**src/rtl/hazard_ctrl_mdu_pkg.sv**
```systemverilog
// Shared encodings for the hazard controller: forward-mux selects, the
// "operand unused" Tuse code, and the producer-match rule.
package hazard_pkg;

  localparam logic [1:0] FWD_RF    = 2'd0;
  localparam logic [1:0] FWD_W     = 2'd1;
  localparam logic [1:0] FWD_M     = 2'd2;
  localparam logic [1:0] FWD_E     = 2'd3;

  localparam logic [1:0] TUSE_NONE = 2'd3;

  // A producer only counts if it really writes a non-zero register.
  function automatic logic prod_match(input logic       regwrite,
                                      input logic [4:0] wr,
                                      input logic [4:0] addr);
    return regwrite && (wr == addr) && (wr != 5'd0);
  endfunction

endpackage

```
**src/rtl/hazard_ctrl_mdu_md_busy_timer.sv**
```systemverilog
// Multiply/divide busy timer: loads the op latency on an E-stage start and
// counts down; md_busy is high while the count is non-zero.
module md_busy_timer #(
  parameter int MUL_LAT = 5,
  parameter int DIV_LAT = 10
) (
  input  logic clk,
  input  logic reset,
  input  logic md_start,
  input  logic md_is_div,
  output logic md_busy
);

  localparam int CW = $clog2(DIV_LAT + 1);

  logic [CW-1:0] md_cnt_q;
  logic [CW-1:0] md_cnt_d;

  // A start always (re)loads, even while busy, so a stray restart is safe.
  always_comb begin
    md_cnt_d = md_cnt_q;
    if (md_start) begin
      md_cnt_d = md_is_div ? CW'(DIV_LAT) : CW'(MUL_LAT);
    end else if (md_cnt_q != '0) begin
      md_cnt_d = md_cnt_q - CW'(1);
    end
  end

  always_ff @(posedge clk or negedge reset) begin
    if (!reset) begin
      md_cnt_q <= '0;
    end else begin
      md_cnt_q <= md_cnt_d;
    end
  end

  assign md_busy = (md_cnt_q != '0);

endmodule

```
**src/rtl/hazard_ctrl_mdu.sv**
```systemverilog
// Stall/forward controller for the 5-stage pipeline, with the MDU busy timer
// and a saturating stall-cycle counter.
module hazard_ctrl_mdu
  import hazard_pkg::*;
#(
  parameter int NUM_SRC = 2,
  parameter int MUL_LAT = 5,
  parameter int DIV_LAT = 10,
  parameter int CNT_W   = 32
) (
  input  logic                   clk,
  input  logic                   reset,
  input  logic [NUM_SRC*5-1:0]   src_addr_D,
  input  logic [NUM_SRC*2-1:0]   src_tuse_D,
  input  logic [NUM_SRC*5-1:0]   src_addr_E,
  input  logic [4:0]             rt_M,
  input  logic                   regwrite_E,
  input  logic                   regwrite_M,
  input  logic                   regwrite_W,
  input  logic [4:0]             wr_E,
  input  logic [4:0]             wr_M,
  input  logic [4:0]             wr_W,
  input  logic [1:0]             tnew_E,
  input  logic [1:0]             tnew_M,
  input  logic                   md_start_E,
  input  logic                   md_is_div_E,
  input  logic                   md_rel_D,
  output logic                   stall,
  output logic [NUM_SRC*2-1:0]   fwd_D,
  output logic [NUM_SRC*2-1:0]   fwd_E,
  output logic                   fwd_M,
  output logic                   md_busy,
  output logic [CNT_W-1:0]       stall_cnt
);

  function automatic logic [CNT_W-1:0] sat_inc(input logic [CNT_W-1:0] v);
    return (v == '1) ? v : v + CNT_W'(1);
  endfunction

  logic [NUM_SRC-1:0] data_stall;
  logic               md_stall;
  logic [CNT_W-1:0]   stall_cnt_q;
  logic [CNT_W-1:0]   stall_cnt_d;

  for (genvar i = 0; i < NUM_SRC; i++) begin : g_src
    logic [4:0] addr_d;
    logic [4:0] addr_e;
    logic [1:0] tuse;
    logic       e_hit_d;
    logic       m_hit_d;
    logic       w_hit_d;
    logic       m_hit_e;
    logic       w_hit_e;
    logic [1:0] sel_d;
    logic [1:0] sel_e;

    assign addr_d  = src_addr_D[5*i +: 5];
    assign addr_e  = src_addr_E[5*i +: 5];
    assign tuse    = src_tuse_D[2*i +: 2];

    assign e_hit_d = prod_match(regwrite_E, wr_E, addr_d);
    assign m_hit_d = prod_match(regwrite_M, wr_M, addr_d);
    assign w_hit_d = prod_match(regwrite_W, wr_W, addr_d);
    assign m_hit_e = prod_match(regwrite_M, wr_M, addr_e);
    assign w_hit_e = prod_match(regwrite_W, wr_W, addr_e);

    // Stall when the value is produced later than the operand is needed.
    assign data_stall[i] = (tuse != TUSE_NONE) &&
                           ((e_hit_d && (tnew_E > tuse)) ||
                            (m_hit_d && (tnew_M > tuse)));

    always_comb begin
      sel_d = FWD_RF;
      if (e_hit_d && (tnew_E == 2'd0)) begin
        sel_d = FWD_E;
      end else if (m_hit_d && (tnew_M == 2'd0)) begin
        sel_d = FWD_M;
      end else if (w_hit_d) begin
        sel_d = FWD_W;
      end
    end

    always_comb begin
      sel_e = FWD_RF;
      if (m_hit_e && (tnew_M == 2'd0)) begin
        sel_e = FWD_M;
      end else if (w_hit_e) begin
        sel_e = FWD_W;
      end
    end

    assign fwd_D[2*i +: 2] = sel_d;
    assign fwd_E[2*i +: 2] = sel_e;
  end

  assign fwd_M = prod_match(regwrite_W, wr_W, rt_M);

  md_busy_timer #(
    .MUL_LAT (MUL_LAT),
    .DIV_LAT (DIV_LAT)
  ) u_md_timer (
    .clk       (clk),
    .reset     (reset),
    .md_start  (md_start_E),
    .md_is_div (md_is_div_E),
    .md_busy   (md_busy)
  );

  // Counting the start cycle too keeps HI/LO readers in D until the timer drains.
  assign md_stall = md_rel_D && (md_start_E || md_busy);
  assign stall    = (|data_stall) || md_stall;

  always_comb begin
    stall_cnt_d = stall_cnt_q;
    if (stall) begin
      stall_cnt_d = sat_inc(stall_cnt_q);
    end
  end

  always_ff @(posedge clk or negedge reset) begin
    if (!reset) begin
      stall_cnt_q <= '0;
    end else begin
      stall_cnt_q <= stall_cnt_d;
    end
  end

  assign stall_cnt = stall_cnt_q;

endmodule

```
**config.mk**
```make
export PLATFORM = sky130hd
export DESIGN_NAME = hazard_ctrl_mdu
export DESIGN_NICKNAME = d
export VERILOG_FILES = /design/src/rtl/hazard_ctrl_mdu_pkg.sv /design/src/rtl/hazard_ctrl_mdu_md_busy_timer.sv /design/src/rtl/hazard_ctrl_mdu.sv
export SDC_FILE = /design/constraint.sdc
export NUM_CORES = 1
export LEC_CHECK = 0
export CAP_MARGIN = 20
export CORE_MARGIN = 2
export CORE_UTILIZATION = 41
export DETAILED_ROUTE_END_ITERATION = 7
export GPL_ROUTABILITY_DRIVEN = 0
export PLACE_DENSITY_LB_ADDON = 0.05
export SETUP_SLACK_MARGIN = 0.4
export SLEW_MARGIN = 30
export SYNTH_ARGS = -nofsm -noshare
export SYNTH_HDL_FRONTEND = slang
export SYNTH_SLANG_ARGS = --single-unit
```
**constraint.sdc**
```tcl
create_clock -name clk -period 2.45 [get_ports clk]
set_clock_uncertainty 0.2 [all_clocks]
set_input_delay 0.245 -clock clk [delete_from_list [all_inputs] [get_ports clk]]
set_output_delay 0.245 -clock clk [all_outputs]
set_load 0.05 [all_outputs]
```
Word level (Yosys, flattened, before mapping)
Index checks and enable logic that the tools add are counted.
{"block": "totals", "ramBits": 0, "n_memories": 0, "reg_bits": 36, "inputBits": 56, "romBits": 0, "wordCells": 84, "output_inout_bits": 43, "latchBits": 0}
{"block": "classes", "n_mul": 0, "n_mux": 13, "n_shift": 0, "bitwise_logic": 1, "div_mod_pow": 0, "addsub": 2, "n_eq_ne": 14, "order_cmp": 4, "n_reduce_logical": 48}
{"op": "$eq A5 B5 Y1", "n": 11}
{"op": "$logic_and A1 B1 Y1", "n": 35}
{"op": "$add A32 B1 Y32 const B", "n": 1}
{"op": "$eq A32 B32 Y1 const B", "n": 1}
{"op": "$reduce_bool A5 Y1", "n": 3}
{"op": "$mux W2", "n": 6}
{"op": "$mux W4", "n": 3}
{"op": "$gt A2 B2 Y1", "n": 4}
{"op": "$logic_not A2 Y1", "n": 2}
{"op": "$logic_or A1 B1 Y1", "n": 4}
{"op": "$mux W1", "n": 4}
{"op": "$ne A2 B2 Y1 const B", "n": 2}
{"op": "$reduce_bool A4 Y1", "n": 1}
{"op": "$sub A4 B1 Y4 const B", "n": 1}
{"op": "$reduce_and A2 Y1", "n": 1}
{"op": "$reduce_bool A2 Y1", "n": 1}
{"op": "$reduce_or A2 Y1", "n": 1}
{"op": "$not A1 Y1", "n": 1}

Depth between registers and ports, before layout
Gate-level depths: netlist of run 1.
{"block": "logic_depth", "depth_word": 9, "ltp_mapped": 10, "ltp_nobuf": 9}

By module
A second synthesis of run 1 with hierarchy kept.
{"block": "hier_totals", "hier_cells": 316, "hier_area_um2": 2866.5}
{"module": "hazard_ctrl_mdu", "cells_per_inst": 295, "n_inst": 1, "area_per_inst_um2": 2630.0, "seq_area_each_um2": 800.8}
{"module": "md_busy_timer", "cells_per_inst": 21, "n_inst": 1, "area_per_inst_um2": 236.5, "seq_area_each_um2": 100.1}

Worst setup path before layout of run 1
OpenSTA, ideal clock, no wires.
{"block": "synth_path", "kind": "input -> output", "from": "input port wr_M[0]", "to": "output port fwd_E[2]", "required_time_ns": 2.005, "cell_stages": 5, "t_arrival_ns": 3.365, "path_buffers": 1, "slack_ns": -1.360, "cell_sequence": "clkbuf_1 o21ai_2 or3_1 nor4_1 nor4_1"}
{"block": "synth_between", "elab_chain_len": 5, "word_cells_on_any_way": 6, "classes_between": "eq/ne (1); mux (1); reduce/logical (4)"}
{"item": "start: declaration", "line_no": "hazard_ctrl_mdu.sv:21", "source": "input logic [4:0] wr_M,"}
{"item": "$eq A5 B5 Y1", "line_no": "hazard_ctrl_mdu_pkg.sv:16", "source": "return regwrite && (wr == addr) && (wr != 5'd0);"}
{"item": "$logic_and A1 B1 Y1", "line_no": "hazard_ctrl_mdu_pkg.sv:16"}
{"item": "$logic_and A1 B1 Y1 (*)", "line_no": "hazard_ctrl_mdu_pkg.sv:16"}
{"item": "$logic_and A1 B1 Y1 (*)", "line_no": "hazard_ctrl_mdu.sv:85", "source": "if (m_hit_e && (tnew_M == 2'd0)) begin"}
{"item": "$mux W2 (*)", "line_no": "hazard_ctrl_mdu.sv:85"}
{"item": "end: declaration", "line_no": "hazard_ctrl_mdu.sv:30", "source": "output logic [NUM_SRC*2-1:0] fwd_E,"}
Mark *: on every way between the ends. The rest lies on a longest branch, timed or not.

Worst setup path after layout of run 1
{"block": "layout_path", "from": "register u_md_timer.md_cnt_q[1]", "to": "output port stall"}
{"block": "layout_between", "elab_chain_len": 4}
{"item": "start: declaration", "line_no": "hazard_ctrl_mdu_md_busy_timer.sv:16", "source": "logic [CW-1:0] md_cnt_q;"}
{"item": "start signal: assignment", "line_no": "hazard_ctrl_mdu_md_busy_timer.sv:33", "source": "md_cnt_q <= md_cnt_d;"}
{"item": "$reduce_bool A4 Y1", "line_no": "hazard_ctrl_mdu_md_busy_timer.sv:37", "source": "assign md_busy = (md_cnt_q != '0);"}
{"item": "$logic_or A1 B1 Y1", "line_no": "hazard_ctrl_mdu.sv:110", "source": "assign md_stall = md_rel_D && (md_start_E || md_busy);"}
{"item": "$logic_and A1 B1 Y1", "line_no": "hazard_ctrl_mdu.sv:110"}
{"item": "$logic_or A1 B1 Y1", "line_no": "hazard_ctrl_mdu.sv:111", "source": "assign stall = (|data_stall) || md_stall;"}
{"item": "end: declaration", "line_no": "hazard_ctrl_mdu.sv:28", "source": "output logic stall,"}
No other way between the ends.

==> results.sh, run 1 <==
export IMPL_synth_nets=375
export IMPL_worstMarginPinSlew_ns=0.561
export IMPL_skew_pair_late_insertion_delay_ns=0.30
export IMPL_grt_total_usage_pct=26.2
export IMPL_slowest_delay_ns=0.40
export IMPL_setup_repair_after_global_routing_missed_its_margin="yes"
export IMPL_async_s_r_ff_share_synth_pct=100
export IMPL_hpwlAfterDp_um=6350
export IMPL_ys_ff_latch=36
export IMPL_powerDensity_mw_per_mm2=485
export IMPL_synthDistinctLibCells=37
export IMPL_floorplan_die_height_um=86.6
export IMPL_worst_path_dominant_cell_family="buffers and inverters"
export IMPL_crit_path_max_fanout=4
export IMPL_end_kind="primary output"
export IMPL_finalSetupViolCount=7
export IMPL_critical_path_slowest_cell="sky130_fd_sc_hd__dfrtp_1"
export IMPL_critical_path_cell_chain="inv_2 -> ha_4 -> nor3b_4 -> inv_4 -> o21ai_4 -> o41ai_4 -> nor4_4 -> buf_12 -> clkinvlp_4 -> buf_8"
export IMPL_synth_seq_area_share_pct=32.2
export IMPL_fin_util_pct=82.7
export IMPL_hold_slack_ns=0.150
export IMPL_syn2layout_area_growth_pct=97.5
export IMPL_port_buffer_count=98
export IMPL_period_needed_ns=2.55
export IMPL_io_pin_count=99
export IMPL_cts_sinks=36
export IMPL_n_fill_cell=387
export IMPL_synthTopCellsByCount="45 x sky130_fd_sc_hd__xor2_1, 39 x sky130_fd_sc_hd__xnor2_1, 36 x sky130_fd_sc_hd__dfrtp_1, 24 x sky130_fd_sc_hd__nand2_1, 21 x sky130_fd_sc_hd__nor4_1"
export IMPL_htreeDepth=2
export IMPL_worst_endpoint_required_ns=2.01
export IMPL_critical_path_startpoint_type="flip-flop"
export IMPL_clk_path_buf_depth=2
export IMPL_final_layout_size_suffix_gt1_share_pct=48.0
export IMPL_grt_pass1_wl_um=15400
export IMPL_yosys_top_cells_area="sky130_fd_sc_hd__dfrtp_1 32%, sky130_fd_sc_hd__xor2_1 14%, sky130_fd_sc_hd__xnor2_1 12%, sky130_fd_sc_hd__ha_1 4.9%, sky130_fd_sc_hd__nor4_1 4.7%"
export IMPL_grt_start_max_net_pins=37
export IMPL_irDropWorstVdd_mv=0.789
export IMPL_netlist_area_leader_share_pct=32.2
export IMPL_ys_dominant_reg_cell="sky130_fd_sc_hd__dfrtp_1"
export IMPL_placement_rows=30
export IMPL_first_iteration_detailed_routing_drc_count=72
export IMPL_floorplan_die_area_sq_mm=0.00750
export IMPL_critPathKind="flip-flop to primary output"
export IMPL_remaining_drc_errors=0
export IMPL_grt_pass1_vias=3069
export IMPL_worst_slack_ns=-0.0974
export IMPL_synthesis_yosys_warnings=0
export IMPL_final_antenna_net_count=0
export IMPL_p_leak_nw=2.31
export IMPL_post_cts_hold_buffer_count=0
export IMPL_antenna_violations_before_repair=0
export IMPL_library_cell_with_the_largest_summed_area_after_synthesis="sky130_fd_sc_hd__dfrtp_1"
export IMPL_synth_area_per_cell_sq_um=9.09
export IMPL_netlist_area_sq_mm=0.00280
export IMPL_tritoncts_num_buffers=5
export IMPL_register_clock_pin_slew_on_the_reported_worst_setup_and_hold_paths_ns=0.08
export IMPL_yosys_cell_count_top_type="sky130_fd_sc_hd__xor2_1"
export IMPL_num_vias=3028
export IMPL_holdCritPathClass="primary input to async pin"
export IMPL_insertedDiodeCount=0
export IMPL_drt_wirelength_per_cell_um=18.8
export IMPL_route_final_wire_length_um=10500
export IMPL_achievable_frequency_mhz=393
export IMPL_clock_root_buffer="sky130_fd_sc_hd__clkbuf_8"
export IMPL_avgViaCountPerCell=5.42
export IMPL_final_net_count=545
export IMPL_tns_ns=-0.253
export IMPL_grt_overflow_total=0
export IMPL_outcome="finished with violations"
export IMPL_drt_pass1_iter_count=4
export IMPL_worst_ep_arrival_time_ns=2.10
export IMPL_crit_buf_inv=5
export IMPL_drv_slew=0
export IMPL_report_final_hold_viol_count=0
export IMPL_failing_checks="setup timing"
export IMPL_tritoncts="yes"
export IMPL_synth_edff_count=0
export IMPL_postSynthCellCount=308
export IMPL_min_period_over_period_pct=104
export IMPL_drv_cap=0
export IMPL_slew_headroom_pct=62.5
export IMPL_die_width_um=86.6
export IMPL_initial_core_util_pct=41.9
export IMPL_placeableCoreArea_sq_mm=0.00668
==> layout by cell type, fill, tap and decap left out, drive strengths merged, types with 7 or more instances in the layout <==
cell / n
buf: 104
clkbuf: 10
clkdlybuf4s50: 42
dfrtp: 36
dlygate4sd2: 14
dlymetal6s2s: 11
ha: 11
inv: 10
nand2: 24
nand3: 19
nor2: 7
nor3: 18
nor4: 23
o21ai: 11
xnor2: 39
xor2: 45
==> flip-flops by register name, summed over array words and instances, names as in the netlist <==
| register | flops |
|---|---|
| stall_cnt | 32 |
| u_md_timer.md_cnt_q | 4 |
==> metrics by stage <==
step	area, sq um	setup slack [ns]	total power, mW	cells
floorplan	3160	0.0435	1.49	308
global placement	4540	-0.496	1.90	520
detailed placement	4540	-0.531	1.92	520
CTS	5300	-0.208	2.60	553
global route	5530	-0.203	2.80	559
finish	5530	-0.0974	2.68	559
==> cell families (layout without fill, tap and decap cells) <==
logic type	after synthesis	after routing	synth area share (%)
multiplexers	5	5	2.01
XOR/XNOR	84	84	26.3
flip-flops	36	36	32.2
AND/OR/NAND/NOR	123	123	24.8
adder cells (fa/ha/maj)	11	11	4.92
AO/OA/AOI/OAI	23	23	5.72
buffers and inverters	26	197	4.11
==> routing by layer <==
layer | track usage [%] | vias up | part of all wire [%] | wire (um)
met5 | 0 | - | 0 | 0
met4 | 9.23 | 0 | 2.5 | 259
met3 | 3.81 | 19 | 4.6 | 478
met1 | 34.0 | 1484 | 41 | 4260
met2 | 44.6 | 104 | 52 | 5500
li1 | - | 1421 | - | -
==> layout make-up <==
type                       count  area, sq um  share of cell area [%]
timing repair buffer         178         1790                    32.4
clock inverter                 3         42.5                   0.770
clock buffer                   5         68.8                    1.24
tap                           80          100                    1.81
sequential                    36          928                    16.8
multi-input combinational    246         2550                    46.1
inverter                      11         47.5                   0.860
==> timing repair <==
item,CTS,global route
setup endpoints to repair,44,44
setup buffers,23,6
pin swaps,40,24
cloned,2,0
resized for setup,183,53
==> worst paths after layout <==
| path | startpoint | to | slack (ns) | cells past startpoint |
|---|---|---|---|---|
| worst max-delay path | u_md_timer.md_cnt_q[1]$_DFFE_PN0N_ | stall | -0.1 | 10 |
| worst min-delay path | reset | stall_cnt[19]$_DFFE_PN0P_ | 0.15 | 2 |
| worst max register to register | u_md_timer.md_cnt_q[1]$_DFFE_PN0N_ | stall_cnt[13]$_DFFE_PN0P_ | -0.03 | 13 |
| worst min register to register | stall_cnt[9]$_DFFE_PN0P_ | stall_cnt[9]$_DFFE_PN0P_ | 0.29 | 1 |
| max in group asynchronous | reset | stall_cnt[0]$_DFFE_PN0P_ | 1.54 | 2 |
| min in group clk | stall_cnt[9]$_DFFE_PN0P_ | stall_cnt[9]$_DFFE_PN0P_ | 0.29 | 1 |
==> report_power, final <==
part           total (mW)  internal [mW]  switching [mW]
Sequential          0.851          0.698           0.152
Clock               0.535          0.301           0.234
Combinational        1.29          0.578           0.716
No activity file was read; power rests on OpenSTA's default activity.
==> run 2: changes to the inputs <==
--- a/config.mk
+++ b/config.mk
@@ -7,9 +7,10 @@
 export LEC_CHECK = 0
 export CAP_MARGIN = 20
 export CORE_MARGIN = 2
-export CORE_UTILIZATION = 41
+export CORE_UTILIZATION = 40
 export DETAILED_ROUTE_END_ITERATION = 7
 export GPL_ROUTABILITY_DRIVEN = 0
+export GPL_TIMING_DRIVEN = 0
 export PLACE_DENSITY_LB_ADDON = 0.05
 export SETUP_SLACK_MARGIN = 0.4
 export SLEW_MARGIN = 30
==> run 2 against run 1 <==
The run still ends with setup timing left. Wire length decreased by 7.8%. Fmax about the same. Hold slack improved by 0.026 ns. Largest power group unchanged.
==> results.sh, run 2 (synthesis gave the netlist of run 1 again) <==
export IMPL_setup_repair_after_global_routing_missed_its_margin="yes"
export IMPL_register_clock_pin_slew_on_the_reported_worst_setup_and_hold_paths_ns=0.08
export IMPL_io_pin_count=99
export IMPL_grt_start_max_net_pins=25
export IMPL_tns_ns=-0.838
export IMPL_worstMarginPinSlew_ns=0.546
export IMPL_antenna_violations_before_repair=0
export IMPL_post_route_total_power_mw=2.55
export IMPL_tritoncts="yes"
export IMPL_grt_overflow_total=0
export IMPL_report_final_hold_viol_count=0
export IMPL_worst_r2r_setup_slack_ns=-0.06
export IMPL_remaining_drc_errors=0
export IMPL_outcome="finished with violations"
export IMPL_n_fill_cell=424
export IMPL_floorplan_die_height_um=87.7
export IMPL_worst_path_dominant_cell_family="buffers and inverters"
export IMPL_final_layout_size_suffix_gt1_share_pct=46.1
export IMPL_worst_r2r_startpoint="u_md_timer.md_cnt_q[1]$_DFFE_PN0N_"
export IMPL_tritoncts_num_buffers=5
export IMPL_fin_util_pct=78.6
export IMPL_clock_root_buffer="sky130_fd_sc_hd__clkbuf_8"
export IMPL_critical_path_startpoint_type="flip-flop"
export IMPL_initial_core_util_pct=41.2
export IMPL_crit_path_max_fanout=2
export IMPL_grt_pass1_wl_um=14200
export IMPL_slew_headroom_pct=63.5
export IMPL_layout_commonest_cell="sky130_fd_sc_hd__xor2_1"
export IMPL_final_net_count=511
export IMPL_critical_path_slowest_cell="sky130_fd_sc_hd__dfrtp_1"
export IMPL_syn2layout_area_growth_pct=90.8
export IMPL_final_antenna_net_count=0
export IMPL_worst_slack_ns=-0.0960
export IMPL_drt_wirelength_per_cell_um=17.8
export IMPL_die_width_um=87.7
export IMPL_dpl_instance_area_sq_mm=0.00417
export IMPL_critPathKind="flip-flop to primary output"
export IMPL_crit_buf_inv=5
export IMPL_grt_pass1_vias=2866
export IMPL_achievable_frequency_mhz=393
export IMPL_r2r_end="stall_cnt[16]$_DFFE_PN0P_"
export IMPL_irDropWorstVdd_mv=0.911
export IMPL_r2r_worst_path_cells=14
export IMPL_port_buffer_count=88
export IMPL_drv_slew=0
export IMPL_drv_cap=0
export IMPL_skew_pair_late_insertion_delay_ns=0.30
export IMPL_finalSetupViolCount=25
export IMPL_slowest_delay_ns=0.39
export IMPL_htreeDepth=2
export IMPL_failing_checks="setup timing"
export IMPL_num_vias=2875
export IMPL_clk_path_buf_depth=2
export IMPL_route_final_wire_length_um=9670
export IMPL_largest_register_ff_count=32
export IMPL_hpwlAfterDp_um=6000
export IMPL_drt_pass1_iter_count=4
export IMPL_holdCritPathClass="primary input to async pin"
export IMPL_mostFrequentLayoutCells="45 x sky130_fd_sc_hd__xor2_1, 42 x sky130_fd_sc_hd__clkdlybuf4s50_1, 36 x sky130_fd_sc_hd__xnor2_1"
export IMPL_worst_endpoint_required_ns=2.01
export IMPL_stdcell_area_sq_mm=0.00534
export IMPL_cts_sinks=36
export IMPL_end_kind="primary output"
export IMPL_placeableCoreArea_sq_mm=0.00679
export IMPL_min_period_over_period_pct=104
export IMPL_placement_rows=30
export IMPL_avgViaCountPerCell=5.30
export IMPL_first_iteration_detailed_routing_drc_count=85
export IMPL_placement_setup_worst_slack_ns=-1.06
export IMPL_grt_total_usage_pct=23.7
export IMPL_worst_ep_arrival_time_ns=2.10
export IMPL_p_leak_nw=2.13
export IMPL_floorplan_die_area_sq_mm=0.00768
export IMPL_powerDensity_mw_per_mm2=477
export IMPL_period_needed_ns=2.55
export IMPL_critical_path_cell_chain="inv_2 -> ha_4 -> nor3b_4 -> inv_4 -> o21ai_4 -> o41ai_4 -> nor4_4 -> buf_6 -> clkinvlp_4 -> buf_8"
==> run 2: timing repair <==
item	in CTS	in global routing
gates resized for setup	209	73
endpoints found under the setup margin	43	43
hold buffers	1	0
endpoints found under the hold margin	36	0
buffers inserted	25	11
pin swaps	29	35
cloned	2	1
==> run 2: cell type report <==
class	instances	area, sq um	area share [%]
Inverter	11	47.5	0.890
Timing Repair Buffer	129	1330	24.9
Clock inverter	1	7.51	0.141
Multi-Input combinational cell	246	2610	48.8
Sequential cell	36	928	17.4
Antenna cell	1	2.50	0.0468
Tap cell	96	120	2.25
Buffer	15	215	4.03
Clock buffer	7	86.3	1.62
==> run 2: how the worst max path moves through the flow <==
stage                                                   from    end  cells past startpoint  slack (ns)
after CTS                 u_md_timer.md_cnt_q[0]$_DFFE_PN0N_  stall                     10       -0.17
after floorplan           u_md_timer.md_cnt_q[1]$_DFFE_PN0N_  stall                      9        0.04
after detailed placement                       src_tuse_D[1]  stall                     10       -1.06
final                     u_md_timer.md_cnt_q[1]$_DFFE_PN0N_  stall                     10        -0.1
after global placement                               wr_E[1]  stall                      8       -1.02
after global routing      u_md_timer.md_cnt_q[1]$_DFFE_PN0N_  stall                     10       -0.20
==> run 2: power breakdown <==
group | internal (mW) | total [mW] | switching (mW)
Sequential | 0.698 | 0.846 | 0.148
Clock | 0.229 | 0.454 | 0.225
Combinational | 0.547 | 1.25 | 0.700
==> run 2: worst register-to-register path: stages, from the launching register on <==
cell and delay, ns:
sky130_fd_sc_hd__dfrtp_1 0.39, sky130_fd_sc_hd__inv_2 0.09, sky130_fd_sc_hd__ha_4 0.13, sky130_fd_sc_hd__nor3b_4 0.23, sky130_fd_sc_hd__inv_4 0.06, sky130_fd_sc_hd__o21ai_4 0.18
sky130_fd_sc_hd__o41ai_4 0.12, sky130_fd_sc_hd__nor4_4 0.22, sky130_fd_sc_hd__buf_6 0.16, sky130_fd_sc_hd__buf_4 0.10, sky130_fd_sc_hd__buf_6 0.08, sky130_fd_sc_hd__buf_6 0.10
sky130_fd_sc_hd__buf_8 0.13, sky130_fd_sc_hd__nor3_2 0.06, sky130_fd_sc_hd__xor2_1 0.14
==> run 2: through the flow <==
stage	cells	hold WS (ns)
after CTS	529	0.180
after global routing	541	0.193
after floorplan	308	-0.251
after global placement	492	0.273
final	542	0.176
after detailed placement	493	-0.0383
==> run 2: metal layers <==
metal | track usage [%] | vias up | part of all wire, %
met4 | 8.39 | 0 | 2.0
met2 | 40.3 | 110 | 51
met5 | 0 | - | 0
met1 | 30.1 | 1390 | 41
met3 | 4.62 | 18 | 5.7
li1 | - | 1357 | -
==> run 3: changes to the inputs <==
--- a/config.mk
+++ b/config.mk
@@ -6,7 +6,6 @@
 export NUM_CORES = 1
 export LEC_CHECK = 0
 export CAP_MARGIN = 20
-export CORE_MARGIN = 2
 export CORE_UTILIZATION = 40
 export DETAILED_ROUTE_END_ITERATION = 7
 export GPL_ROUTABILITY_DRIVEN = 0
==> run 3 against run 2 <==
The run still ends with setup timing left. Hold slack better by 0.066 ns. Sequential power about the same. Final cell count up 0.37%. Register-to-register slack worse by 0.05 ns. Worst setup slack worse by 0.028 ns. Sequential cell count unchanged. Critical endpoint unchanged. Highest routed layer unchanged.
==> results.sh, run 3 (synthesis gave the netlist of run 1 again) <==
export IMPL_report_final_hold_viol_count=0
export IMPL_hpwlAfterDp_um=5990
export IMPL_final_net_count=514
export IMPL_cts_sinks=36
export IMPL_period_needed_ns=2.57
export IMPL_avgViaCountPerCell=5.28
export IMPL_drv_cap=0
export IMPL_achievable_frequency_mhz=389
export IMPL_floorplan_die_height_um=85.7
export IMPL_io_pin_count=99
export IMPL_initial_core_util_pct=41.2
export IMPL_critical_path_startpoint_type="flip-flop"
export IMPL_end_kind="primary output"
export IMPL_critPathKind="flip-flop to primary output"
export IMPL_placement_setup_worst_slack_ns=-1.04
export IMPL_slew_headroom_pct=63.9
export IMPL_clk_path_buf_depth=2
export IMPL_irDropWorstVdd_mv=0.839
export IMPL_num_vias=2871
export IMPL_floorplan_die_area_sq_mm=0.00734
export IMPL_dpl_instance_area_sq_mm=0.00418
export IMPL_worst_ep_arrival_time_ns=2.13
export IMPL_register_clock_pin_slew_on_the_reported_worst_setup_and_hold_paths_ns=0.07
export IMPL_remaining_drc_errors=0
export IMPL_worstMarginPinSlew_ns=0.540
export IMPL_placeableCoreArea_sq_mm=0.00679
export IMPL_port_buffer_count=88
export IMPL_drt_pass1_iter_count=4
export IMPL_min_period_over_period_pct=105
export IMPL_drv_slew=0
export IMPL_htreeDepth=2
export IMPL_tns_ns=-1.13
export IMPL_failing_checks="setup timing"
export IMPL_insertedDiodeCount=0
export IMPL_largest_register_ff_count=32
export IMPL_final_antenna_net_count=0
export IMPL_skew_pair_late_insertion_delay_ns=0.30
export IMPL_first_iteration_detailed_routing_drc_count=104
export IMPL_outcome="finished with violations"
export IMPL_tritoncts="yes"
export IMPL_grt_pass1_wl_um=14800
export IMPL_setup_repair_after_global_routing_missed_its_margin="yes"
export IMPL_crit_path_max_fanout=2
export IMPL_final_layout_size_suffix_gt1_share_pct=46.0
export IMPL_placement_rows=30
export IMPL_stdcell_area_sq_mm=0.00536
export IMPL_finalSetupViolCount=17
export IMPL_mostFrequentLayoutCells="45 x sky130_fd_sc_hd__xor2_1, 40 x sky130_fd_sc_hd__clkdlybuf4s50_1, 37 x sky130_fd_sc_hd__xnor2_1"
export IMPL_powerDensity_mw_per_mm2=471
export IMPL_grt_pass1_vias=2934
export IMPL_die_width_um=85.7
export IMPL_worst_slack_ns=-0.124
export IMPL_layout_commonest_cell="sky130_fd_sc_hd__xor2_1"
export IMPL_clock_root_buffer="sky130_fd_sc_hd__clkbuf_8"
export IMPL_worst_endpoint_required_ns=2.01
export IMPL_drt_wirelength_per_cell_um=18.0
export IMPL_route_final_wire_length_um=9770
export IMPL_antenna_violations_before_repair=0
export IMPL_tritoncts_num_buffers=5
export IMPL_syn2layout_area_growth_pct=91.6
export IMPL_holdCritPathClass="primary input to async pin"
export IMPL_grt_start_max_net_pins=20
export IMPL_grt_overflow_total=0
export IMPL_p_leak_nw=2.21
export IMPL_grt_total_usage_pct=25.7
run 3: what timing repair did:
item,CTS,global route
hold buffers,1,0
cloned,2,1
buffers inserted,26,13
endpoints found under the hold margin,17,0
resized for setup,210,80
pin swaps,31,30
setup endpoints to repair,43,45
run 3: cell type report:
class / instances / area (sq um)
well taps: 96 / 120
inverters: 11 / 47.5
clock inverters: 1 / 5.00
fillers: 433 / 1430
plain buffers: 15 / 225
repair buffers: 132 / 1340
multi-input cells: 246 / 2620
flip-flops and latches: 36 / 928
clock buffers: 7 / 76.3
run 3: metrics by stage:
| step | instances | util, % | hold slack, ns | power, mW |
|---|---|---|---|---|
| 6_report | 544 | 78.9 | 0.242 | 2.53 |
| 5_1_grt | 544 | 78.9 | 0.282 | 2.64 |
| 4_1_cts | 530 | 72.6 | 0.254 | 2.41 |
| 3_5_place_dp | 493 | 61.5 | 0.0338 | 1.86 |
| 3_3_place_gp | 492 | 61.2 | 0.272 | 1.83 |
| 2_1_floorplan | 308 | - | -0.251 | 1.49 |
run 3: worst paths after layout:
check	start	end	slack, ns	cells after the start
max	u_md_timer.md_cnt_q[0]$_DFFE_PN0N_	stall	-0.12	10
min	reset	u_md_timer.md_cnt_q[2]$_DFFE_PN0N_	0.24	2
max reg2reg	u_md_timer.md_cnt_q[0]$_DFFE_PN0N_	stall_cnt[19]$_DFFE_PN0P_	-0.11	14
min reg2reg	stall_cnt[23]$_DFFE_PN0P_	stall_cnt[23]$_DFFE_PN0P_	0.28	1
max in group asynchronous	reset	stall_cnt[18]$_DFFE_PN0P_	1.33	3
min in group clk	stall_cnt[23]$_DFFE_PN0P_	stall_cnt[23]$_DFFE_PN0P_	0.28	1
run 3: worst max-delay path, stage by stage (launching register included):
cell and delay [ns]:
sky130_fd_sc_hd__dfrtp_1 0.39, sky130_fd_sc_hd__inv_2 0.09, sky130_fd_sc_hd__ha_4 0.13, sky130_fd_sc_hd__nor3b_4 0.24, sky130_fd_sc_hd__inv_4 0.06, sky130_fd_sc_hd__o21ai_4 0.17, sky130_fd_sc_hd__o41ai_4 0.11, sky130_fd_sc_hd__nor4_4 0.23
sky130_fd_sc_hd__buf_6 0.17, sky130_fd_sc_hd__clkinvlp_4 0.08, sky130_fd_sc_hd__buf_8 0.15
run 3: power breakdown:
part	leakage [nW]	switching [mW]	internal (mW)	total [mW]
clock	0.0422	0.225	0.200	0.425
combinational	1.74	0.704	0.556	1.26
sequential	0.426	0.144	0.698	0.843
run 3: routing by layer:
layer | routed length [um] | global-route usage (%) | up-vias
li1 | - | - | 1357
met1 | 4010 | 32.3 | 1401
met2 | 5140 | 44.2 | 99
met3 | 461 | 5.10 | 14
met4 | 153 | 8.64 | 0
met5 | 0 | 0 | -
